`config.mk`:
```
export PLATFORM = sky130hd
export DESIGN_NAME = hdu_scoreboard_ctrl_flat
export DESIGN_NICKNAME = d
export VERILOG_FILES = /design/src/rtl/hdu_pkg.sv /design/src/rtl/hdu_scoreboard_ctrl_if.sv /design/src/rtl/hdu_sb_regfile.sv /design/src/rtl/hdu_scoreboard_ctrl.sv /design/src/flat_wrapper.sv
export SDC_FILE = /design/constraint.sdc
export NUM_CORES = 1
export LEC_CHECK = 0
export CAP_MARGIN = 10
export CORE_MARGIN = 2
export CORE_UTILIZATION = 55
export CTS_BUF_LIST = sky130_fd_sc_hd__clkbuf_16
export DETAILED_ROUTE_END_ITERATION = 6
export GPL_TIMING_DRIVEN = 0
export PLACE_DENSITY = 0.75
export SLEW_MARGIN = 20
export SYNTH_ARGS = -nofsm -noshare
export SYNTH_HDL_FRONTEND = slang
export SYNTH_SLANG_ARGS = --single-unit
```
`constraint.sdc`:
```
create_clock -name clk -period 8.4 [get_ports clk]
set_input_delay 1.68 -clock clk [delete_from_list [all_inputs] [get_ports clk]]
set_output_delay 1.68 -clock clk [all_outputs]
set_load 0.03 [all_outputs]
```
`src/rtl/hdu_pkg.sv`:
```
// Shared constants and helpers for the scoreboard-based hazard detection unit.
// Latency classes, jump opcodes and the counter preset derived from a class.
package hdu_pkg;

   localparam logic [1:0] LAT_ALU  = 2'd0;
   localparam logic [1:0] LAT_LOAD = 2'd1;
   localparam logic [1:0] LAT_MUL  = 2'd2;
   localparam logic [1:0] LAT_RSVD = 2'd3;

   localparam logic [1:0] JMP_NONE   = 2'd0;
   localparam logic [1:0] JMP_JUMP   = 2'd1;
   localparam logic [1:0] JMP_BRANCH = 2'd2;
   localparam logic [1:0] JMP_JR     = 2'd3;

   // Cycles a destination stays pending after issue; ALU results forward next cycle.
   function automatic int unsigned lat_set_val(input logic [1:0]  lat_class,
                                               input int unsigned load_lat,
                                               input int unsigned mul_lat);
      int unsigned val;
      val = 0;
      case (lat_class)
         LAT_LOAD: val = load_lat;
         LAT_MUL:  val = mul_lat;
         default:  val = 0;
      endcase
      return val;
   endfunction

endpackage

```
`src/rtl/hdu_scoreboard_ctrl_if.sv`:
```
// ID-stage hazard interface: decode/stall inputs towards the HDU and the
// pipeline enables/flushes it returns. master = pipeline side, slave = HDU.
interface hdu_scoreboard_ctrl_if #(
   parameter int unsigned REG_AW = 5,
   parameter int unsigned PERF_W = 16
);

   logic              IC_stall;
   logic              DC_stall;
   logic [REG_AW-1:0] ID_Rs;
   logic [REG_AW-1:0] ID_Rt;
   logic              ID_UseRs;
   logic              ID_UseRt;
   logic [REG_AW-1:0] ID_WR;
   logic              ID_RegWrite;
   logic [1:0]        ID_LatClass;
   logic [1:0]        EX_JumpOP;

   logic              PCWrite;
   logic              IF_IDWrite;
   logic              ID_EXWrite;
   logic              EX_MWrite;
   logic              M_WBWrite;
   logic              IF_Flush;
   logic              ID_Flush;
   logic [PERF_W-1:0] perf_stall_cnt;

   modport master (
      output IC_stall, DC_stall, ID_Rs, ID_Rt, ID_UseRs, ID_UseRt,
             ID_WR, ID_RegWrite, ID_LatClass, EX_JumpOP,
      input  PCWrite, IF_IDWrite, ID_EXWrite, EX_MWrite, M_WBWrite,
             IF_Flush, ID_Flush, perf_stall_cnt
   );

   modport slave (
      input  IC_stall, DC_stall, ID_Rs, ID_Rt, ID_UseRs, ID_UseRt,
             ID_WR, ID_RegWrite, ID_LatClass, EX_JumpOP,
      output PCWrite, IF_IDWrite, ID_EXWrite, EX_MWrite, M_WBWrite,
             IF_Flush, ID_Flush, perf_stall_cnt
   );

endinterface

```
`src/rtl/hdu_sb_regfile.sv`:
```
// Per-register countdown scoreboard: a non-zero count means the register's
// result is not yet forwardable. Entry 0 is constant zero.
module hdu_sb_regfile
   import hdu_pkg::*;
#(
   parameter int unsigned NUM_REGS = 32,
   parameter int unsigned REG_AW   = 5,
   parameter int unsigned CNT_W    = 3,
   parameter int unsigned LOAD_LAT = 1,
   parameter int unsigned MUL_LAT  = 4
) (
   input  logic              clk,
   input  logic              rst,
   input  logic              freeze,
   input  logic [REG_AW-1:0] rs,
   input  logic [REG_AW-1:0] rt,
   input  logic [REG_AW-1:0] wr,
   input  logic              set_en,
   input  logic [1:0]        set_class,
   output logic              rs_pend,
   output logic              rt_pend,
   output logic              wr_pend
);

   logic [CNT_W-1:0] cnt_q [NUM_REGS];
   logic [CNT_W-1:0] cnt_d [NUM_REGS];
   logic [CNT_W-1:0] set_val;

   assign set_val = CNT_W'(lat_set_val(set_class, LOAD_LAT, MUL_LAT));

   always_comb begin
      rs_pend = 1'b0;
      rt_pend = 1'b0;
      wr_pend = 1'b0;
      for (int r = 1; r < int'(NUM_REGS); r++) begin
         if (rs == REG_AW'(r) && cnt_q[r] != '0) rs_pend = 1'b1;
         if (rt == REG_AW'(r) && cnt_q[r] != '0) rt_pend = 1'b1;
         if (wr == REG_AW'(r) && cnt_q[r] != '0) wr_pend = 1'b1;
      end
   end

   // A set wins over the decrement of the same entry in the same cycle.
   always_comb begin
      cnt_d[0] = '0;
      for (int r = 1; r < int'(NUM_REGS); r++) begin
         cnt_d[r] = cnt_q[r];
         if (!freeze) begin
            if (cnt_q[r] != '0) cnt_d[r] = cnt_q[r] - 1'b1;
            if (set_en && wr == REG_AW'(r)) cnt_d[r] = set_val;
         end
      end
   end

   always_ff @(posedge clk or posedge rst) begin
      if (rst) begin
         for (int r = 0; r < int'(NUM_REGS); r++) cnt_q[r] <= '0;
      end else begin
         for (int r = 0; r < int'(NUM_REGS); r++) cnt_q[r] <= cnt_d[r];
      end
   end

endmodule

```
`src/rtl/hdu_scoreboard_ctrl.sv`:
```
// Hazard detection unit: resolves freeze/jump/hazard priority into pipeline
// enables and flushes, tracks the non-pipelined multiplier and counts stall cycles.
module hdu_scoreboard_ctrl
   import hdu_pkg::*;
#(
   parameter int unsigned NUM_REGS = 32,
   parameter int unsigned REG_AW   = 5,
   parameter int unsigned LOAD_LAT = 1,
   parameter int unsigned MUL_LAT  = 4,
   parameter int unsigned CNT_W    = 3,
   parameter int unsigned PERF_W   = 16
) (
   input logic                  clk,
   input logic                  rst,
   hdu_scoreboard_ctrl_if.slave bus
);

   logic              freeze;
   logic              jump;
   logic              raw;
   logic              waw;
   logic              struct_haz;
   logic              hazard;
   logic              issue;
   logic              is_mul;
   logic              set_en;
   logic              rs_pend;
   logic              rt_pend;
   logic              wr_pend;
   logic [CNT_W-1:0]  mul_busy_q;
   logic [CNT_W-1:0]  mul_busy_d;
   logic [PERF_W-1:0] perf_q;
   logic [PERF_W-1:0] perf_d;

   assign freeze     = bus.IC_stall | bus.DC_stall;
   assign jump       = bus.EX_JumpOP != JMP_NONE;
   assign is_mul     = bus.ID_LatClass == LAT_MUL;
   assign raw        = (bus.ID_UseRs & rs_pend) | (bus.ID_UseRt & rt_pend);
   assign waw        = bus.ID_RegWrite & wr_pend;
   assign struct_haz = is_mul & (mul_busy_q != '0);
   assign hazard     = raw | waw | struct_haz;
   assign issue      = ~freeze & ~jump & ~hazard;

   // Only loads and multiplies leave a destination pending; r0 is never tracked.
   assign set_en = issue & bus.ID_RegWrite & (bus.ID_WR != '0) &
                   ((bus.ID_LatClass == LAT_LOAD) | is_mul);

   hdu_sb_regfile #(
      .NUM_REGS (NUM_REGS),
      .REG_AW   (REG_AW),
      .CNT_W    (CNT_W),
      .LOAD_LAT (LOAD_LAT),
      .MUL_LAT  (MUL_LAT)
   ) u_sb (
      .clk       (clk),
      .rst       (rst),
      .freeze    (freeze),
      .rs        (bus.ID_Rs),
      .rt        (bus.ID_Rt),
      .wr        (bus.ID_WR),
      .set_en    (set_en),
      .set_class (bus.ID_LatClass),
      .rs_pend   (rs_pend),
      .rt_pend   (rt_pend),
      .wr_pend   (wr_pend)
   );

   always_comb begin
      bus.PCWrite    = 1'b1;
      bus.IF_IDWrite = 1'b1;
      bus.ID_EXWrite = 1'b1;
      bus.EX_MWrite  = 1'b1;
      bus.M_WBWrite  = 1'b1;
      bus.IF_Flush   = 1'b1;
      bus.ID_Flush   = 1'b1;
      if (freeze) begin
         bus.PCWrite    = 1'b0;
         bus.IF_IDWrite = 1'b0;
         bus.ID_EXWrite = 1'b0;
         bus.EX_MWrite  = 1'b0;
         bus.M_WBWrite  = 1'b0;
      end else if (jump) begin
         // ID instruction is discarded, so any hazard it carries is moot.
         bus.IF_Flush = 1'b0;
         bus.ID_Flush = 1'b0;
      end else if (hazard) begin
         bus.PCWrite    = 1'b0;
         bus.IF_IDWrite = 1'b0;
         bus.ID_Flush   = 1'b0;
      end
   end

   always_comb begin
      mul_busy_d = mul_busy_q;
      if (!freeze) begin
         if (mul_busy_q != '0) mul_busy_d = mul_busy_q - 1'b1;
         if (issue && is_mul) mul_busy_d = CNT_W'(MUL_LAT);
      end
   end

   always_comb begin
      perf_d = perf_q;
      if (!bus.PCWrite && perf_q != '1) perf_d = perf_q + 1'b1;
   end

   assign bus.perf_stall_cnt = perf_q;

   always_ff @(posedge clk or posedge rst) begin
      if (rst) begin
         mul_busy_q <= '0;
         perf_q     <= '0;
      end else begin
         mul_busy_q <= mul_busy_d;
         perf_q     <= perf_d;
      end
   end

endmodule

```
`src/flat_wrapper.sv`:
```
// flat-port wrapper written by rule: the top's interface ports become plain ports
module hdu_scoreboard_ctrl_flat import hdu_pkg::*;
#(
   parameter int unsigned NUM_REGS = 32,
   parameter int unsigned REG_AW   = 5,
   parameter int unsigned LOAD_LAT = 1,
   parameter int unsigned MUL_LAT  = 4,
   parameter int unsigned CNT_W    = 3,
   parameter int unsigned PERF_W   = 16
)
  (clk, rst, bus_IC_stall, bus_DC_stall, bus_ID_Rs, bus_ID_Rt, bus_ID_UseRs, bus_ID_UseRt, bus_ID_WR, bus_ID_RegWrite, bus_ID_LatClass, bus_EX_JumpOP, bus_PCWrite, bus_IF_IDWrite, bus_ID_EXWrite, bus_EX_MWrite, bus_M_WBWrite, bus_IF_Flush, bus_ID_Flush, bus_perf_stall_cnt);
  hdu_scoreboard_ctrl_if #(.REG_AW(REG_AW), .PERF_W(PERF_W)) bus_i ();
  input logic clk;
  input logic rst;
  input wire logic [$bits(bus_i.IC_stall)-1:0] bus_IC_stall;
  input wire logic [$bits(bus_i.DC_stall)-1:0] bus_DC_stall;
  input wire logic [$bits(bus_i.ID_Rs)-1:0] bus_ID_Rs;
  input wire logic [$bits(bus_i.ID_Rt)-1:0] bus_ID_Rt;
  input wire logic [$bits(bus_i.ID_UseRs)-1:0] bus_ID_UseRs;
  input wire logic [$bits(bus_i.ID_UseRt)-1:0] bus_ID_UseRt;
  input wire logic [$bits(bus_i.ID_WR)-1:0] bus_ID_WR;
  input wire logic [$bits(bus_i.ID_RegWrite)-1:0] bus_ID_RegWrite;
  input wire logic [$bits(bus_i.ID_LatClass)-1:0] bus_ID_LatClass;
  input wire logic [$bits(bus_i.EX_JumpOP)-1:0] bus_EX_JumpOP;
  output wire logic [$bits(bus_i.PCWrite)-1:0] bus_PCWrite;
  output wire logic [$bits(bus_i.IF_IDWrite)-1:0] bus_IF_IDWrite;
  output wire logic [$bits(bus_i.ID_EXWrite)-1:0] bus_ID_EXWrite;
  output wire logic [$bits(bus_i.EX_MWrite)-1:0] bus_EX_MWrite;
  output wire logic [$bits(bus_i.M_WBWrite)-1:0] bus_M_WBWrite;
  output wire logic [$bits(bus_i.IF_Flush)-1:0] bus_IF_Flush;
  output wire logic [$bits(bus_i.ID_Flush)-1:0] bus_ID_Flush;
  output wire logic [$bits(bus_i.perf_stall_cnt)-1:0] bus_perf_stall_cnt;
  assign bus_i.IC_stall = bus_IC_stall;
  assign bus_i.DC_stall = bus_DC_stall;
  assign bus_i.ID_Rs = bus_ID_Rs;
  assign bus_i.ID_Rt = bus_ID_Rt;
  assign bus_i.ID_UseRs = bus_ID_UseRs;
  assign bus_i.ID_UseRt = bus_ID_UseRt;
  assign bus_i.ID_WR = bus_ID_WR;
  assign bus_i.ID_RegWrite = bus_ID_RegWrite;
  assign bus_i.ID_LatClass = bus_ID_LatClass;
  assign bus_i.EX_JumpOP = bus_EX_JumpOP;
  assign bus_PCWrite = bus_i.PCWrite;
  assign bus_IF_IDWrite = bus_i.IF_IDWrite;
  assign bus_ID_EXWrite = bus_i.ID_EXWrite;
  assign bus_EX_MWrite = bus_i.EX_MWrite;
  assign bus_M_WBWrite = bus_i.M_WBWrite;
  assign bus_IF_Flush = bus_i.IF_Flush;
  assign bus_ID_Flush = bus_i.ID_Flush;
  assign bus_perf_stall_cnt = bus_i.perf_stall_cnt;
  hdu_scoreboard_ctrl #(.NUM_REGS(NUM_REGS), .REG_AW(REG_AW), .LOAD_LAT(LOAD_LAT), .MUL_LAT(MUL_LAT), .CNT_W(CNT_W), .PERF_W(PERF_W)) u_core (.clk(clk), .rst(rst), .bus(bus_i));
endmodule
```
# Word-level counts from Yosys, hierarchy flattened
# Cells that the tools add are included.
[totals]
regBits = 112
inputBits = 26
out_inout_bits = 23
[op_classes]
add_sub_neg = 33
eq_ne = 96
n_mux = 166
bitwise_logic = 17
n_reduce_logical = 225
[op_table]
columns = ["op", "n"]
rows = [
  ["equality test 5 bit, second input constant", 48],
  ["two-way mux 3 bit", 64],
  ["logical AND 1 bit", 126],
  ["equality test 5 x 4 -> 1 bit, second input constant", 24],
  ["two-way mux 1 bit", 101],
  ["nonzero test 3 bit", 32],
  ["subtractor 3 x 1 -> 3 bit, second input constant", 32],
  ["nonzero test 2 bit", 33],
  ["AND reduction 2 bit", 32],
  ["equality test 5 x 3 -> 1 bit, second input constant", 12],
  ["equality test 5 x 2 -> 1 bit, second input constant", 6],
  ["adder 16 x 1 -> 16 bit, second input constant", 1],
  ["inequality test 16 bit, second input constant", 1],
  ["equality test 5 x 1 -> 1 bit, second input constant", 3],
  ["AND 1 bit", 9],
  ["case mux 3 bit (2 select lines)", 1],
  ["bitwise OR 1 bit", 5],
  ["nonzero test 5 bit", 1],
  ["NOT 1 bit", 3],
  ["equality test 2 x 1 -> 1 bit, second input constant", 1],
  ["equality test 2 bit, second input constant", 1],
  ["logical NOT 1 bit", 1],
]

# Depth between registers and ports, before layout
# Gate-level depths: netlist of run 1.
[logic_depth]
ltp_word = 45
depth_mapped = 14
depth_no_buf = 12

# By module
# From an unflattened synthesis of run 1, not the netlist that was laid out.
[unflattened]
hier_cells = 1014
area_unflattened_um2 = 8127.8
[by_module_without_submodules]
columns = ["mod", "instances", "cells_each", "area_each_um2", "seq_area_each_um2"]
rows = [
  ["hdu_sb_regfile", 1, 909, 7074.3, 2327.2],
  ["hdu_scoreboard_ctrl", 1, 105, 1053.5, 475.5],
]

# Worst setup path before layout of run 1
# Ideal clock, no wire load.
[synth_timing]
path_kind = "input-to-output"
start = "input bus_ID_WR[3]"
end = "output bus_PCWrite"
arrival_time_ps = 4346
t_required_ps = 6720
setup_slack_ps = 2374
cell_stages = 10
cell_sequence = "buf_2 > nand2_1 > nor2_1 > a221o_1 > or4_1 > a211oi_2 > o2111ai_4 > buf_6 > a21oi_1 > buf_4"
[synth_via]
elab_chain_len = 39
[synth_rtl]
columns = ["item", "line", "rtl"]
rows = [
  ["from (decl)", "flat_wrapper.sv:21", "input wire logic [$bits(bus_i.ID_WR)-1:0] bus_ID_WR;"],
  ["equality test 5 x 1 -> 1 bit", "hdu_sb_regfile.sv:38", "if (wr == REG_AW'(r) && cnt_q[r] != '0) wr_pend = 1'b1;"],
  ["logical AND 1 bit", "hdu_sb_regfile.sv:38", ""],
  ["two-way mux 1 bit (30 in series)", "hdu_sb_regfile.sv:38", ""],
  ["two-way mux 1 bit (*)", "hdu_sb_regfile.sv:38", ""],
  ["AND 1 bit (*)", "hdu_scoreboard_ctrl.sv:39", "assign waw = bus.ID_RegWrite & wr_pend;"],
  ["bitwise OR 1 bit (*) (2 in series)", "hdu_scoreboard_ctrl.sv:41", "assign hazard = raw | waw | struct_haz;"],
  ["two-way mux 1 bit (*) (3 in series)", "n/a", ""],
  ["to (decl)", "flat_wrapper.sv:25", "output wire logic [$bits(bus_i.PCWrite)-1:0] bus_PCWrite;"],
]
# Every way passes the cells marked *; elsewhere a longest branch is shown, timed or not.

# Worst setup path in the final report of run 1
[layout_timing]
start = "input bus_ID_Rt[3]"
end = "output bus_ID_Flush"
[layout_via]
elab_chain_len = 40
[layout_rtl]
columns = ["item", "line", "rtl"]
rows = [
  ["from (decl)", "flat_wrapper.sv:18", "input wire logic [$bits(bus_i.ID_Rt)-1:0] bus_ID_Rt;"],
  ["equality test 5 x 1 -> 1 bit", "hdu_sb_regfile.sv:37", "if (rt == REG_AW'(r) && cnt_q[r] != '0) rt_pend = 1'b1;"],
  ["logical AND 1 bit", "hdu_sb_regfile.sv:37", ""],
  ["two-way mux 1 bit (30 in series)", "hdu_sb_regfile.sv:37", ""],
  ["two-way mux 1 bit (*)", "hdu_sb_regfile.sv:37", ""],
  ["AND 1 bit (*)", "hdu_scoreboard_ctrl.sv:38", "assign raw = (bus.ID_UseRs & rs_pend) | (bus.ID_UseRt & rt_pend);"],
  ["bitwise OR 1 bit (*)", "hdu_scoreboard_ctrl.sv:38", ""],
  ["bitwise OR 1 bit (*) (2 in series)", "hdu_scoreboard_ctrl.sv:41", ""],
  ["two-way mux 1 bit (*)", "hdu_scoreboard_ctrl.sv:86", "end else if (hazard) begin"],
  ["two-way mux 1 bit (*)", "hdu_scoreboard_ctrl.sv:82", "end else if (jump) begin"],
  ["two-way mux 1 bit (*)", "hdu_scoreboard_ctrl.sv:76", "if (freeze) begin"],
  ["to (decl)", "flat_wrapper.sv:31", "output wire logic [$bits(bus_i.ID_Flush)-1:0] bus_ID_Flush;"],
]
# Marked as above.

==> results of run 1 <==
-- through the flow --
step,power (W),cell area [sq um],utilization (%)
after detailed placement,0.00239,8680,60.4
after global placement,0.00234,8640,60.2
after global routing,0.00304,8950,62.3
after CTS,0.00281,8950,62.3
after floorplan,0.00196,7970,-
final,0.00283,8950,62.3
-- cell type report --
type                    count  area (sq um)
fillers                  1266          5410
multi-input cells         674          4630
flip-flops and latches    112          2800
repair buffers             45           468
inverters                  82           313
plain buffers              51           234
well taps                 184           230
clock buffers               9           225
clock inverters             7          52.6
-- cells in the mapped netlist, drive strengths merged (3+ instances only) --
| cell | n |
|---|---|
| o21ai | 45 |
| inv | 81 |
| a211o | 15 |
| a221oi | 3 |
| mux2i | 5 |
| xor2 | 12 |
| or3 | 4 |
| a31oi | 10 |
| a2bb2oi | 3 |
| xnor2 | 4 |
| ha | 67 |
| nor2 | 47 |
| a221o | 15 |
| a211oi | 4 |
| nand2 | 77 |
| a21oi | 57 |
| nor4 | 18 |
| nor3 | 76 |
| a22oi | 4 |
| nand3 | 29 |
| o41ai | 16 |
| buf | 20 |
| or2 | 8 |
| nand4 | 4 |
| and2 | 14 |
| o2bb2ai | 17 |
| nor2b | 25 |
| nand2b | 27 |
| nor3b | 4 |
| o32ai | 11 |
| dfrtp | 112 |
| clkbuf | 31 |
| and3 | 4 |
| o31ai | 13 |
-- path summary, 6_finish.rpt --
| kind | start | to | depth (start not counted) |
|---|---|---|---|
| max | bus_ID_Rt[3] | bus_ID_Flush | 12 |
| min | u_core.u_sb.cnt_q[7]$_DFFE_PP0P_ | u_core.u_sb.cnt_q[7]$_DFFE_PP0P_ | 1 |
| max reg2reg | u_core.u_sb.cnt_q[57]$_DFFE_PP0P_ | u_core.u_sb.cnt_q[74]$_DFFE_PP0P_ | 11 |
| min reg2reg | u_core.u_sb.cnt_q[7]$_DFFE_PP0P_ | u_core.u_sb.cnt_q[7]$_DFFE_PP0P_ | 1 |
| max in group asynchronous | rst | u_core.u_sb.cnt_q[89]$_DFFE_PP0P_ | 3 |
| min in group asynchronous | rst | u_core.u_sb.cnt_q[8]$_DFFE_PP0P_ | 2 |
-- sequential cells by signal (all words and copies together), names as in the netlist --
register and cells:
u_core.mul_busy_q 3, u_core.bus.perf_stall_cnt 16, u_core.u_sb.cnt_q 93
-- power by group through the flow --
stage	Combinational, W	Sequential (W)	Clock [W]
after floorplan	0.000971	0.000986	0
after global placement	0.00139	0.000952	0
after detailed placement	0.00143	0.000961	0
after CTS	0.00144	0.000951	0.000424
after global routing	0.00161	0.000986	0.000447
final	0.00146	0.000954	0.000422
-- layer usage --
| layer | up-vias | track usage, % |
|---|---|---|
| li1 | 3429 | - |
| met1 | 3601 | 45.2 |
| met2 | 421 | 50.9 |
| met3 | 82 | 5.50 |
| met4 | 0 | 16.0 |
| met5 | - | 0 |
-- cells in the final DEF, fill, tap and decap left out, types with 4 or more instances in the layout --
cell	instances
xnor2_1	4
mux2i_1	5
nor3b_1	4
o31ai_1	13
o2bb2ai_1	17
a22oi_1	4
and3_1	4
nand2b_1	26
buf_1	6
o32ai_1	11
nor2_1	46
buf_2	7
nand2_1	77
a221o_1	15
or3_1	4
nor4_1	17
nand4_1	4
or2_1	4
a31oi_1	10
and2_1	14
dfrtp_1	112
clkdlybuf4s50_1	44
clkbuf_16	9
o21ai_1	13
o21ai_0	32
nor3_1	74
xor2_1	12
inv_1	80
or2_2	4
a21oi_1	57
a211o_1	15
nor2b_1	25
ha_1	67
clkbuf_1	31
nand3_1	29
buf_4	5
o41ai_2	14
-- kinds of logic (layout without fill, tap and decap cells) --
family	count (synthesis)	after routing	synth area share, %
flops	112	112	35.1
xor+xnor	16	16	1.76
simple gates	346	346	22.2
fa+ha+maj	67	67	10.5
buf+inv	133	194	6.79
compound gates	237	237	22.4
mux	8	8	1.19
-- worst reg2reg max path: stages (launching register included) --
cell       delay, ns
dfrtp_1         0.39
inv_1           0.12
ha_1            0.17
nor2b_1         0.60
a2111oi_0       0.24
a311oi_1        0.29
a31oi_1         0.08
o31ai_1         0.69
o2111ai_4       0.41
nor3_2          0.48
nand3_1         0.49
o21ai_0         0.38
==> summary by stage, run 1 <==
Floorplan
The floorplan step set the die height to 124 microns. The core region is 0.0144 sq mm. The row count is 44. The total I/O pin count is 49. The overall die area is 0.0155 sq mm. The floorplan step set the die width to 124 microns.

The effective utilization at floorplan is 55.5%.

Yosys
In this run the cell area of the synthesized design comes to 0.00797 sq mm. The gate count after technology mapping is 919. The commonest register cell after synthesis is dfrtp_1. The leading area contributor after synthesis is dfrtp_1.

The synthesized design contains 0 enable-type register cells. The number of warnings reported in the yosys synthesis log is 0. The proportion of synthesized flip-flops having asynchronous set or reset is 100%. The post-synth net total is 1012. In the post-synthesis netlist, the biggest area contributors are dfrtp_1, ha_1, nor3_1. The unique cell type count in the Yosys netlist is 74.

The top cell type's share of synthesized area is 35.1%. Synthesis inferred 112 register bits. A synthesized cell averages 8.68 sq um. Of the synthesized area, sequential elements account for 35.1%.

Placed design
Once placement completed, the tool counted placed cells totaling 1148. The post-placement setup slack is 1.16 ns. Buffers placed on the I/O ports in this run total 44. The routability-driven placement congestion ratio is 1.01. Summed over all nets, the half-perimeter wirelength after detailed placement is 18300 microns.

GRT
The total overflow reported by the global router is 0. The initial antenna violation count came to 0. The via count of the first global-routing pass is 7203. The combined global-route utilization of all metal layers is 33.0%. The first global-routing pass estimated 39900 microns of wire.

Entering global routing, the biggest net connects 78 pins.

Finish
The number of antenna diodes in the final layout is 0. The net count of the finished layout is 1068. The final standard cell count with taps included and fillers excluded is 1164. In the final layout, the share of cells above drive strength 1 is 6.22%. Compared with the post-synthesis result, the final layout area differs by 12.3%.

Status
The run finished with clean final reports.

Timing
The total count of hold-check failures in the final report is 0. The worst path in the final design needs a cycle of 7.36 ns, including I/O delays and setup. Across all setup checks in the final design, the least slack found is 1.04 ns. Measured against its own limit, the worst slew margin works out to 33.4%. The number of setup violations in the final report is 0. The final-layout worst hold slack is 0.493 ns. For this run, the top clock speed supported by timing is 0.136 GHz.

Of the available clock period, the critical path in the final layout requires 87.6%. Clock skew on the completed layout was measured at 0.00779 ns. The final number of max-transition violations is 0. The total negative setup slack is 0 ns. Setup repair after global routing left no endpoint under its margin.

The worst-margin pin slew is 1.00 ns.

Critical path
The worst setup path category is in -> out. The internal reg-to-reg setup slack is 3.96 ns. The worst setup path is launched from a primary input. Data on the critical path is required at its endpoint by 6.72 ns.

For this design, the slowest cell found on the critical path is o31ai_1. The cell type with the highest occurrence count on the critical path is clkdlybuf4s50_1. The top fanout value on the critical path is 10. The biggest cell delay along the critical path is 0.70 ns. Together, buffers and inverters on the worst path number 5. The critical path goes through clkdlybuf4s50_1, clkbuf_1, inv_1, nand3_1, a21oi_1, o21a_1, o31ai_1, o2111ai_4, buf_4, or2_2, nand2_1, clkdlybuf4s50_1. The capturing element type of the critical path is an output port. Broken down by cell family, the worst path's largest delay share belongs to buffers and inverters. The data arrival time of the critical path is 5.68 ns.

Routing
The routed design uses 2580 microns of met3 wire. The number of iterations in the first detailed-routing pass is 7. For this run, design rule violations remaining after detail routing come to 0. In this run, the number of DRC markers left after iteration 0 of detailed routing was 695. The mean routed wirelength per cell is 21.9 microns. The detailed router used layers up to and including met4. The amount of wire on met2 after detailed routing is 11200 microns.

The count of nets left with antenna violations after detail routing is 0. The routed layout has 7533 vias. For this block, the routed nets add up to 25500 microns of wire. The routed metal-1 wirelength is 10500 microns. Using the TritonRoute via totals, the vias-per-cell ratio works out to 6.47.

Power and ir drop
The total leakage power is 3.79 nW. Across the VDD grid, the largest voltage drop is 0.000201 V. The net load switching power is 0.00126 W. In this run, the combinational gates consume 51.4% of the power.

The share of total power consumed by net switching is 44.4%. The portion of total power attributed to sequential cells is 33.7%. Per report_power, the clock group accounts for 14.9% of the total. The design internal power is 0.00158 W. The total power per unit cell area is 316 mW/mm^2.

CTS
In this run the number of H-tree levels came out at 3. The clock buffer count from CTS is 9. The cts-stage hold buffer count is 0. The TritonCTS sink count is 112. The clock-pin slew on the worst setup and hold paths is 0.07 ns. Clock tree synthesis selected as its root buffer the cell clkbuf_16. The post-CTS setup-driven buffer insertion count is 0. The maximum buffer depth of the clock tree is 2. After clock tree synthesis, the repair step resized 0 gates.

TritonCTS built the clock tree. Clock latency on the worst-skew pair, taken at its later pin, is 0.37 ns.

Worst hold path
The min-delay analysis places its worst path in the category reg -> reg.

Flow run
Across the run, the number of max-cap violations was 0.
No activity file was read; power rests on OpenSTA's default activity.
==> run 2: changes to the inputs <==
--- a/config.mk
+++ b/config.mk
@@ -12,6 +12,8 @@
 export DETAILED_ROUTE_END_ITERATION = 6
 export GPL_TIMING_DRIVEN = 0
 export PLACE_DENSITY = 0.75
+export REMOVE_ABC_BUFFERS = 1
+export SETUP_SLACK_MARGIN = 0.2
 export SLEW_MARGIN = 20
 export SYNTH_ARGS = -nofsm -noshare
 export SYNTH_HDL_FRONTEND = slang
==> run 2 against run 1 <==
Cell count fell by 3.8%. Highest routed layer unchanged. Worst setup slack got worse by 0.35 ns. Critical path depth fell by 1. Critical endpoint unchanged. Worst hold slack got worse by 0.0085 ns. Global-route usage fell by 5.1 points. Largest cell class unchanged.
==> summary by stage, run 2 (synthesized netlist as in run 1, its figures left out) <==
Routing
For this run, design rule violations remaining after detail routing come to 0. The number of DRC markers after the initial detailed-route iteration is 600. The pre-antenna-repair detailed-routing pass consisted of 7 iterations.

Once detail routing completed, the nets flagged for antenna violations numbered 0. The detail-routed via count per cell is 6.30. The mean routed wirelength per cell is 19.1 microns. The count of vias placed by the detailed router is 7056. The final layout contains routed wiring with a total length of 21400 microns.

Placed design
The total half-perimeter wirelength after legalization and detailed placement is 14800 microns. The number of placed instances, taps included, is 1104. The number of buffers inserted by port buffering is 48. At the end of routability-driven placement, the weighted congestion stood at 0.991.

Critical path
The most critical setup path has its startpoint at bus_ID_WR[3]. STA puts the critical path data arrival time at 6.03 ns. The biggest cell delay along the critical path is 0.87 ns. The critical path buffer and inverter count is 3. The cell depth of the worst setup path is 11. The most critical setup path has its endpoint at bus_ID_Flush. Of all nets on the critical path, the largest fanout is 20.

The critical path goes through clkdlybuf4s50_1, nor2b_1, nand2_1, o22ai_1, or4_1, a211oi_2, o2111ai_4, buf_16, or2_2, nand2_1, clkdlybuf4s50_1. The critical path is of the in -> out type. The worst register-to-register path has a depth of 12. The worst setup path is captured at an output port. The nature of the critical path startpoint is a primary input. The internal reg-to-reg setup slack is 3.86 ns.

For the worst setup path, the data required time is 6.72 ns. The critical-path cell with the highest stage delay is clkdlybuf4s50_1. The endpoint identified for the worst register-to-register timing path is u_core.u_sb.cnt_q[9]$_DFFE_PP0P_. The family with the most delay on the worst path is buffers and inverters. The startpoint of the worst register-to-register path is u_core.u_sb.cnt_q[57]$_DFFE_PP0P_.

Power and ir drop
The net load switching power is 0.00121 W. Combinational logic burns 50.1% of the power. The total power consumption of the routed design is 0.00279 W. For this design the static power due to leakage is 3.73 nW.

The total power per unit cell area is 315 mW/mm^2. The highest ir drop seen on vdd is 0.000226 V. Cell internal power was estimated by the tool at 0.00158 W. Per report_power, the clock group accounts for 15.6% of the total. Net switching is 43.4% of the power. Per report_power, the sequential group accounts for 34.3% of the total.

CTS
The cts-stage hold buffer count is 0. The TritonCTS sink count is 112. The level count of the clock H-tree is 3. The clock tree from TritonCTS is built. In this run the clock root is driven by a clkbuf_16.

Counting along the longest clock path gives a buffer depth of 2. After clock tree synthesis, the setup repair step added 0 buffers. The insertion delay of the later-clocked pin in the worst-skew pair is 0.37 ns. The clock buffer count from CTS is 9.

After clock tree synthesis, the clock-pin slew on the worst setup and hold paths is 0.08 ns. In this run, post-CTS repair resized a total of 0 instances.

Floorplan
The overall die area is 0.0155 sq mm. The overall die height is 124 microns. The total I/O pin count is 49.

The row count is 44. The core box area is 0.0144 sq mm. For this configuration, the core starts out at a cell density of 55.5%.

The die width is 124 microns.

Timing
For this run, the top clock speed supported by timing is 0.130 GHz. The total negative setup slack is 0 ns. The portion of the clock cycle consumed by the worst path in the final layout is 91.7%. The final number of max-transition violations is 0. The clock period minus worst slack is 7.71 ns. The total count of hold-check failures in the final report was 0. Setup repair after global routing left no endpoint under its margin. The worst clock skew on the final layout is 0.0106 ns. Setup violations remaining at the end of the flow were counted as 0. In this run the tightest slew margin relative to its limit is 27.4%. At the pin with the least slew margin, the transition time is 1.09 ns.

Worst hold path
The worst hold path belongs to the class reg -> reg. The startpoint identified for the worst hold timing path is u_core.u_sb.cnt_q[91]$_DFFE_PP0P_.

GRT
Entering global routing, the biggest net connects 101 pins. The first-pass GRT wire length is 34600 microns. The combined global-route utilization of all metal layers is 27.8%.

The total overflow reported by the global router is 0. The via count of the first global-routing pass came to 6660. The initial antenna violation count is 0.

Finish
The most common cell after layout, fill and taps aside is dfrtp_1. From synthesis to final layout, the design area changed by 10.8%. After filler insertion, the fill cell instance count of the layout stands at 1233. The storage element area is 0.00280 sq mm. The largest register by flop count is u_core.u_sb.cnt_q. The final-stage net count is 1024. The register with the most flip-flops in the layout has 93 of them. 0 antenna diodes ended up in the layout. The fraction of final layout cells with drive strength greater than 1 is 5.66%. Once layout is complete, the cells apart from fillers number 1120. The area used by multi-input combinational logic is 0.00463 sq mm. In the layout the commonest cells are dfrtp_1, inv_1, nand2_1.

Status
The run finished with clean final reports.

Flow run
The count of maximum capacitance violations is 0.
run 2: cell types whose count changed in the layout (fill, tap and decap cells not counted), moves of 3 or more:
cell,before,now
buf_1,6,0
buf_2,7,0
buf_4,5,0
clkbuf_1,31,0
clkdlybuf4s50_1,44,48
clkinv_4,0,3
run 2: metrics by stage:
stage	cell area [sq um]	worst slack, ns	hold slack, ns	utilization (%)
after floorplan	7740	1.70	0.450	-
after global routing	8840	0.481	0.508	61.5
after global placement	8450	-0.293	0.462	58.8
final	8840	0.693	0.484	61.5
after CTS	8830	0.794	0.484	61.5
after detailed placement	8550	0.806	0.467	59.5
run 2: worst min path at each step:
| stage | to | cells after the start |
|---|---|---|
| 2_1_floorplan | u_core.u_sb.cnt_q[91]$_DFFE_PP0P_ | 1 |
| 3_3_place_gp | u_core.u_sb.cnt_q[91]$_DFFE_PP0P_ | 1 |
| 6_report | u_core.u_sb.cnt_q[91]$_DFFE_PP0P_ | 1 |
| 4_1_cts | u_core.u_sb.cnt_q[91]$_DFFE_PP0P_ | 1 |
| 5_1_grt | u_core.u_sb.cnt_q[64]$_DFFE_PP0P_ | 1 |
| 3_5_place_dp | u_core.u_sb.cnt_q[91]$_DFFE_PP0P_ | 1 |
run 2: cell type report:
type | count | area share (%)
multi-input combinational | 674 | 52.4
clock buffer | 9 | 2.55
clock inverter | 7 | 0.708
timing repair buffer | 52 | 6.40
inverter | 82 | 3.60
tap | 184 | 2.61
sequential | 112 | 31.7
run 2: power groups by stage:
stage	Clock (W)	Combinational, W	Sequential (W)
floorplan	0	0.000950	0.000986
global placement	0	0.00132	0.000951
detailed placement	0	0.00138	0.000961
CTS	0.000440	0.00139	0.000952
global route	0.000458	0.00156	0.000989
finish	0.000435	0.00139	0.000956
run 2: per-layer routing:
| layer | part of all wire, % | global-route usage [%] | vias up |
|---|---|---|---|
| li1 | - | - | 3348 |
| met1 | 43 | 36.5 | 3394 |
| met2 | 47 | 45.2 | 259 |
| met3 | 6.3 | 3.78 | 55 |
| met4 | 4.3 | 14.1 | 0 |
| met5 | 0 | 0 | - |
==> run 3: changes to the inputs <==
--- a/config.mk
+++ b/config.mk
@@ -5,13 +5,14 @@
 export SDC_FILE = /design/constraint.sdc
 export NUM_CORES = 1
 export LEC_CHECK = 0
+export ABC_AREA = 1
 export CAP_MARGIN = 10
 export CORE_MARGIN = 2
 export CORE_UTILIZATION = 55
 export CTS_BUF_LIST = sky130_fd_sc_hd__clkbuf_16
 export DETAILED_ROUTE_END_ITERATION = 6
 export GPL_TIMING_DRIVEN = 0
-export PLACE_DENSITY = 0.75
+export PLACE_DENSITY = 0.74
 export REMOVE_ABC_BUFFERS = 1
 export SETUP_SLACK_MARGIN = 0.2
 export SLEW_MARGIN = 20
==> run 3 against run 2 <==
Global-route usage is 1.3 points lower. First-iteration DRC count grew 27%. Sequential power fell by 2%. Wire length is 18% higher. Sequential share of layout area shrank 6.4 points. Critical path type unchanged. Critical endpoint is now bus_IF_IDWrite. Largest cell class unchanged. Highest routed layer unchanged.
==> summary by stage, run 3 <==
Critical path
The top fanout value on the critical path is 34. The nature of the critical path startpoint is a primary input. The worst setup path category is in -> out. The capturing element type of the critical path is an output port.

The required time of the worst setup path is 6.72 ns. The worst register-to-register path has a setup slack of 4.67 ns. The data arrival time of the critical path is 5.84 ns.

CTS
The clock-pin slew on the worst setup and hold paths is 0.07 ns. The clock tree synthesis step divided the H-tree into 3 levels. For this design, the sink count on the clock tree is 112. The cts-stage hold buffer count is 0. TritonCTS built the clock tree. After clock tree synthesis, the repair step resized 0 gates. The maximum buffer depth of the clock tree is 2. In this run, CTS created clock tree buffers numbering 9. In this run the clock root is driven by a clkbuf_16. The post-CTS setup-driven buffer insertion count is 0. The insertion delay of the later-clocked pin in the worst-skew pair is 0.37 ns.

Power and ir drop
In this run the power density over the cells is 286 mW/mm^2. The worst-case IR drop observed on VDD is 0.000213 V. Internal power comes to 0.00165 W. In this run switching power makes up 47.9% of total power. The net load switching power is 0.00152 W. The total leakage power is 6.18 nW. The total power consumption of the routed design is 0.00316 W. Registers are responsible for 29.7% of the overall power. Combinational logic burns 55.7% of the power. The portion of total power attributed to the clock network is 14.7%.

Yosys
The gate count after technology mapping is 1509. The leading area contributor after synthesis is dfrtp_1. The proportion of synthesized chip area in sequential cells is 27.8%. After synthesis the cells add up to 0.0101 sq mm. The mean area per synthesized cell is 6.68 sq um.

The number of synthesized register bits is 112. By area the synthesized netlist is led by dfrtp_1, nand2_1, ha_1. The Yosys step of the flow raised 0 warnings. The synthesized design contains 0 enable-type register cells. For this run, the leading register cell type out of synthesis is dfrtp_1.

The unique cell type count in the Yosys netlist is 35. Yosys instantiated no cell more often than nand2_1. The commonest cells after synthesis are nand2_1, inv_1, dfrtp_1, nand3_1, nor2_1. The top cell type by area accounts for 27.8% of the synthesized area. The proportion of synthesized flip-flops having asynchronous set or reset is 100%.

Floorplan
For this design the top-level I/O count stands at 49. The initial utilization of the core area, before any placement, comes to 56.1%. Row generation in the floorplan step produced 49 rows.

The die width is 139 microns. The die is 139 microns tall. The total area inside the core boundary comes to 0.0180 sq mm. The die covers 0.0194 sq mm.

Routing
In the routed design, unresolved DRC markers number 0. The first routing iteration left 762 violations. The detail route stage leaves a number of antenna-violating nets equal to 0. The pre-antenna-repair detailed-routing pass consisted of 5 iterations.

The count of vias placed by the detailed router is 9317. Wires add up to 25100 microns. The detail-routed via count per cell is 5.28.

In the final routed layout, each cell accounts on average for 14.2 microns.

GRT
The combined global-route utilization of all metal layers is 26.5%. The largest net degree at the start of global routing is 60. The via count of the first global-routing pass came to 8733. The first-pass GRT wire length is 42300 microns. The total overflow reported by the global router is 0. The initial antenna violation count is 0.

Placed design
In this run the tool buffered the top-level ports with 48 buffer cells. The congestion estimate from routability-driven global placement came to 0.973. The wire-length estimate of the detail-placed layout is 18200 microns.

The total cell area at the placement stage is 0.0107 sq mm.

Worst hold path
The min-delay analysis places its worst path in the category reg -> reg.

Timing
Setup repair after global routing left no endpoint under its margin. The clock period could shrink to 7.52 ns. For the final database, setup skew stands at 0.0162 ns.

The total count of hold-check failures in the final report is 0. The worst-margin pin slew is 1.16 ns. The portion of the clock cycle consumed by the worst path in the final layout is 89.5%.

The worst pin sits at a relative slew slack of 22.8%. Setup violations remaining at the end of the flow were counted as 0. The final number of max-transition violations is 0. The achievable clock frequency is 0.133 GHz.

Finish
In the layout the commonest cells are nand2_1, inv_1, dfrtp_1. The final-stage net count is 1623. The number of antenna diodes in the final layout is 0. Ranked by flip-flop count, first place goes to u_core.u_sb.cnt_q. The post-synthesis to final-layout area growth is 9.68%. In the final layout, the share of cells above drive strength 1 is 7.49%. The library cell used most frequently in the layout, excluding fill and tap cells, is nand2_1. The register with the most flip-flops in the layout has 93 of them. The final instance area is 0.0111 sq mm.

Flow run
Max-cap violations in this run came to 0.

Status
The run finished with clean final reports.
## run 3: cell types whose count changed after synthesis, moves of 46 or more
cell	before	now
nor3_1	74	13
nand2_1	77	632
nor2_1	46	102
nand3_1	29	109
inv_1	81	213
nand4_1	4	63
a21oi_1	57	11
## run 3: power by group through the flow
| stage | clock, W | sequential, W | combinational [W] |
|---|---|---|---|
| final | 0.000465 | 0.000938 | 0.00176 |
| after global routing | 0.000493 | 0.000973 | 0.00204 |
| after CTS | 0.000475 | 0.000938 | 0.00176 |
| after detailed placement | 0 | 0.000942 | 0.00175 |
| after global placement | 0 | 0.000940 | 0.00168 |
| after floorplan | 0 | 0.000948 | 0.00132 |
## run 3: routing by layer
layer	wire length, microns	vias up	global-route usage, %
li1	-	4771	-
met1	11500	4274	35.6
met2	11800	236	44.3
met3	1290	36	3.82
met4	531	0	8.13
met5	0	-	0
## run 3: logic make-up after synthesis
family / Yosys count / synth area share (%)
AOI/OAI and AO/OA: 54 / 3.79
xor gates and xnor gates: 40 / 3.48
adders and majority gates: 67 / 8.32
buffers and inverters: 265 / 11.1
DFF: 112 / 27.8
and+or+nand+nor: 971 / 45.5
## run 3: area by class of cell
| cell class | instances | area (sq um) |
|---|---|---|
| Clock buffer | 9 | 225 |
| Clock inverter | 7 | 82.6 |
| Fill cell | 1670 | 6910 |
| Inverter | 219 | 832 |
| Multi-Input combinational cell | 1132 | 6180 |
| Sequential cell | 112 | 2800 |
| Tap cell | 229 | 287 |
| Timing Repair Buffer | 56 | 651 |
## run 3: stage by stage
step	utilization, %	hold slack [ns]	std cells	setup slack (ns)	setup TNS (ns)
2_1_floorplan	-	0.442	1463	-3.74	-339.90
3_5_place_dp	59.8	0.459	1748	0.947	0
3_3_place_gp	58.7	0.454	1740	-7.47	-690.06
4_1_cts	61.5	0.478	1764	0.924	0
5_1_grt	61.5	0.500	1764	0.742	0
6_report	61.5	0.475	1764	0.879	0
## run 3: critical path: stages
cell and delay, ns:
buf_2 0.53, inv_1 0.68, nand4_1 0.34, nand2_1 0.10
nor2_1 0.15, nand2_1 0.08, nor2_1 0.16, nand2_1 0.10
nand2_2 0.08, nand2_4 0.08, nor2_8 0.87, nand2_2 0.17
nand2_1 0.14, clkdlybuf4s50_1 0.68
## run 3: worst paths after layout
path / start / endpoint / cells past startpoint
max: bus_ID_WR[4] / bus_IF_IDWrite / 14
min: u_core.u_sb.cnt_q[37]$_DFFE_PP0P_ / u_core.u_sb.cnt_q[37]$_DFFE_PP0P_ / 2
max reg2reg: u_core.u_sb.cnt_q[45]$_DFFE_PP0P_ / u_core.mul_busy_q[0]$_DFFE_PP0P_ / 19
min reg2reg: u_core.u_sb.cnt_q[37]$_DFFE_PP0P_ / u_core.u_sb.cnt_q[37]$_DFFE_PP0P_ / 2
max in group asynchronous: rst / u_core.u_sb.cnt_q[68]$_DFFE_PP0P_ / 3
min in group asynchronous: rst / u_core.u_sb.cnt_q[12]$_DFFE_PP0P_ / 2
==> patch 1 (flow settings as in run 2) <==
`CNT_W` is set to 3 in 3 places; all go to 2.
--- a/src/rtl/hdu_sb_regfile.sv
+++ b/src/rtl/hdu_sb_regfile.sv
@@ -7,3 +7,3 @@
    parameter int unsigned REG_AW   = 5,
-   parameter int unsigned CNT_W    = 3,
+   parameter int unsigned CNT_W    = 2,
    parameter int unsigned LOAD_LAT = 1,
--- a/src/rtl/hdu_scoreboard_ctrl.sv
+++ b/src/rtl/hdu_scoreboard_ctrl.sv
@@ -9,3 +9,3 @@
    parameter int unsigned MUL_LAT  = 4,
-   parameter int unsigned CNT_W    = 3,
+   parameter int unsigned CNT_W    = 2,
    parameter int unsigned PERF_W   = 16
--- a/src/flat_wrapper.sv
+++ b/src/flat_wrapper.sv
@@ -7,3 +7,3 @@
    parameter int unsigned MUL_LAT  = 4,
-   parameter int unsigned CNT_W    = 3,
+   parameter int unsigned CNT_W    = 2,
    parameter int unsigned PERF_W   = 16
Check against the original RTL: not equivalent (a bounded check fails within 4 cycles, from zero or initial values and one cycle with rst high).
==> patch 1 against run 2 <==
- final area is 23% lower
- combinational power shrank 22%
- worst setup slack gained 0.24 ns
- wire length shrank 22%
- total power shrank 21%
- first-iteration DRC count shrank 17%
- synthesized area down 23%
- via count decreased by 18%
- sequential power shrank 22%
- sequential cell count fell by 32
- fmax up 3.2%
- critical endpoint is now bus_IF_IDWrite
==> patch 1: results (changes against run 2) <==
stage,metric,value,unit,change
run_status,outcome,"finished, final reports clean",,
layout,layout cells sized above 1,0.0456,,-0.0111
routing,DR WL/cell,18.2,um,-4.4%
synthesis,adder-cell share of the synthesized area,0.0717,,-0.0335
global_routing,vias in the first global route,5606,,-16%
layout,post-layout util,0.630,,+0.0147
synthesis,synth unique cells,63,,-15%
power,Pleak,2.90,nW,-22%
place,GP Congestion,0.964,,-2.7%
power,VDD IR-drop max,0.198,mV,-12%
routing,routed vias,5821,,-18%
place,worst slack at placement,1.03,ns,+0.220 ns
synthesis,top post-synthesis cells by area,"dfrtp_1, ha_1, nor3_1",,
layout,fillers,929,,-25%
global_routing,largest net degree at the start of global routing,69,,-32%
global_routing,Overall Global Routing Usage,0.289,,+0.0109
synthesis,Post-Synth XOR/XNOR Area,0.0229,,+0.00536
synthesis,commonest cells in the synthesized netlist,"dfrtp_1, nand2_1, inv_1, nor3_1, a21oi_1",,
hold_path,Hold Startpoint,u_core.bus.perf_stall_cnt[6]$_DFFE_PP0P_,,
timing,Layout Skew,0.00955,ns,-0.00100 ns
place,DP Area,6560,sq um,-23%
layout,"Net count, final",824,,-20%
routing,1st-pass router iterations,6,,-1
critical_path,reg2reg end,u_core.u_sb.cnt_q[6]$_DFFE_PP0P_,,
clock_tree,latest clock arrival within the worst-skew pair,0.35,ns,-0.02 ns
timing,Tmin final,7.47,ns,-0.237 ns
layout,max reg flops,62,,-33%
global_routing,first-pass GRT wire length,27000,um,-22%
timing,Rel. slew slack,0.382,,+0.108
critical_path,crit path to,bus_IF_IDWrite,,
critical_path,R2R cell count,10,,-2
place,dpl hpwl,11700,um,-21%
synthesis,Compound-Gate Fraction of Synth Area,0.191,,-0.0330
routing,DRT Wirelength,16600,um,-22%
critical_path,"critical path fanouts, max",17,,-15%
critical_path,R2R setup slack,4.66,ns,+0.80 ns
critical_path,CP startpoint,bus_ID_WR[2],,
place,placed insts,892,,-19%
clock_tree,clock-pin slew on the worst setup and hold paths,0.06,ns,-0.02 ns
routing,initial drt markers,496,,-17%
hold_path,Hold Path End,u_core.bus.perf_stall_cnt[6]$_DFFE_PP0P_,,
timing,worst hold margin,0.492,ns,+0.00829 ns
synthesis,mux share of post-synthesis cell area,0.0553,,+0.0434
==> patch 1: cell type report <==
cell class                 count  share of cell area
multi-input combinational    547               0.522
sequential                    80               0.293
timing repair buffer          50              0.0784
inverter                      75              0.0416
clock buffer                   9              0.0330
tap                          140              0.0257
clock inverter                 7             0.00587
==> patch 1: worst max-delay path, cell delays in order <==
cell and delay [ns]:
clkdlybuf4s50_1 0.87, nand2b_1 0.50, o22a_1 0.22, o311ai_0 0.13
o41ai_1 0.53, o221ai_2 0.34, a21oi_2 0.69, clkdlybuf4s50_1 0.80
==> patch 1: routing by layer <==
metal	up-vias	GRT usage	part of all wire
li1	2738	-	-
met1	2836	0.384	0.44
met2	221	0.472	0.48
met3	26	0.0510	0.063
met4	0	0.108	0.022
met5	-	0	0
==> patch 1: power breakdown <==
part	internal [W]	switching, W	total [W]
clock	0.000197	0.000162	0.000359
combinational	0.000460	0.000627	0.00109
sequential	0.000578	0.000166	0.000744
total	0.00124	0.000955	0.00219
==> patch 2 (flow settings as in run 2) <==
Without the edit above. Reset style: synchronous (`rst`), changed in 2 clocked blocks.
--- a/src/rtl/hdu_sb_regfile.sv
+++ b/src/rtl/hdu_sb_regfile.sv
@@ -53,3 +53,3 @@
 
-   always_ff @(posedge clk or posedge rst) begin
+   always_ff @(posedge clk) begin
       if (rst) begin
--- a/src/rtl/hdu_scoreboard_ctrl.sv
+++ b/src/rtl/hdu_scoreboard_ctrl.sv
@@ -107,3 +107,3 @@
 
-   always_ff @(posedge clk or posedge rst) begin
+   always_ff @(posedge clk) begin
       if (rst) begin
Function: changed (Yosys sat finds a counterexample within 4 cycles, from zero or initial values and one cycle with rst high; the reset may be asserted at any time).
==> patch 2 against run 2 <==
- clock skew barely moved
- wire length fell by 2.4%
- fmax fell by 0.70%
- highest routed layer unchanged
- sequential cell count did not move
- worst setup slack got worse by 0.054 ns
- critical path type unchanged
- synthesized area fell by 0.96%
- final area fell by 2.5%
- critical path depth fell by 1
- final cell count rose by 5.8%
Power is not compared: it rests on default switching activity, and its combinational part moved more than twofold at a synthesized area within 25%.
==> patch 2: results (changes against run 2) <==
stage,metric,value,unit,change
layout,"Net count, final",1094,,+6.8%
synthesis,sequential element share of the synthesized area,0.284,,-0.0676
power,Pleak,2.92,nW,
global_routing,met1 usage,0.387,,+0.0216
routing,DR WL/cell,17.6,um,-7.8%
global_routing,largest net degree at the start of global routing,64,,-37%
layout,fillers,1239,,+0.49%
layout,fraction of area in multi-input gates,0.583,,+0.0586
critical_path,Crit path max-delay family,simple AND/OR/NAND/NOR gates,,
layout,NonClk Buf Share,0.0587,,-0.00532
critical_path,Worst path max stage delay,1.10,ns,+0.23 ns
synthesis,Synth Area per Inst,7.77,sq um,-10%
layout,layout cells sized above 1,0.0587,,+0.00208
layout,clk tree area frac,0.0360,,+0.00346
critical_path,"critical path fanouts, max",21,,+5.0%
floorplan,well tap count,180,,-2.2%
place,dpl hpwl,13600,um,-8.0%
layout,post-route cell area,8610,sq um,-2.5%
synthesis,commonest cells in the synthesized netlist,"dfxtp_1, a21oi_1, inv_1, ha_1, nor2_1",,
routing,vias per cell,6.35,,+0.82%
clock_tree,post_cts resized,0,,unchanged
run_status,outcome,"finished, final reports clean",,
global_routing,vias in the first global route,6655,,-0.075%
power,VDD IR-drop max,0.104,mV,
global_routing,antenna violations before repair,0,,unchanged
layout,number of sequential cells,112,,unchanged
hold_path,Hold WC Path Type,flop to flop,,
global_routing,Overall Global Routing Usage,0.279,,+0.000620
routing,1st-pass router iterations,6,,-1
global_routing,first-pass GRT wire length,33700,um,-2.6%
place,GP Congestion,0.994,,+0.31%
place,worst slack at placement,0.830,ns,+0.0240 ns
layout,FF/Latch Area,2240,sq um,-20%
synthesis,Post-synth ARST share,0,,-1.00
place,DP Area,8300,sq um,-2.8%
place,IO buf count,48,,unchanged
layout,bufs w/o clock,49,,-5.8%
routing,initial drt markers,722,,+20%
layout,Reg with most FFs,u_core.u_sb.cnt_q,,
synthesis,Syn. warnings,0,,unchanged
global_routing,GR Util met3,0.0366,,-0.00117
global_routing,met2 track demand over resource,0.445,,-0.00755
layout,final std cells w/o fill,1185,,+5.8%
synthesis,"Top FF cell, synth",dfxtp_1,,
timing,Rel. slew slack,0.258,,-0.0153
timing,Layout Skew,0.0110,ns,+0.000406 ns
synthesis,synth unique cells,67,,-9.5%
layout,comb_multi_in,747,,+11%
synthesis,top post-synthesis cells by area,"dfxtp_1, ha_1, a21oi_1",,
clock_tree,clock-pin slew on the worst setup and hold paths,0.07,ns,
clock_tree,H-tree depth,3,,unchanged
-- patch 2: cells by family after synthesis --
family / share of synthesized area
AOI/OAI and AO/OA: 0.237
xor gates and xnor gates: 0.00776
buffers and inverters: 0.0814
muxes: 0.0203
DFF: 0.284
and+or+nand+nor: 0.263
adders and majority gates: 0.106
-- patch 2: final timing paths --
kind                                          from                                    end  slack (ns)  cells past startpoint
max                                   bus_ID_WR[3]                           bus_ID_Flush        0.64                     10
max reg2reg  u_core.u_sb.cnt_q[0][30]$_SDFFE_PP0P_  u_core.u_sb.cnt_q[0][93]$_SDFFE_PP0P_        2.98                     11
min reg2reg      u_core.mul_busy_q[0]$_SDFFE_PP0P_      u_core.mul_busy_q[0]$_SDFFE_PP0P_        0.46                      1
min              u_core.mul_busy_q[0]$_SDFFE_PP0P_      u_core.mul_busy_q[0]$_SDFFE_PP0P_        0.46                      1
-- patch 2: per-layer routing --
layer,wire [um],vias up
met2,9520,287
met5,0,-
met3,1430,41
li1,-,3656
met1,9500,3543
met4,404,0
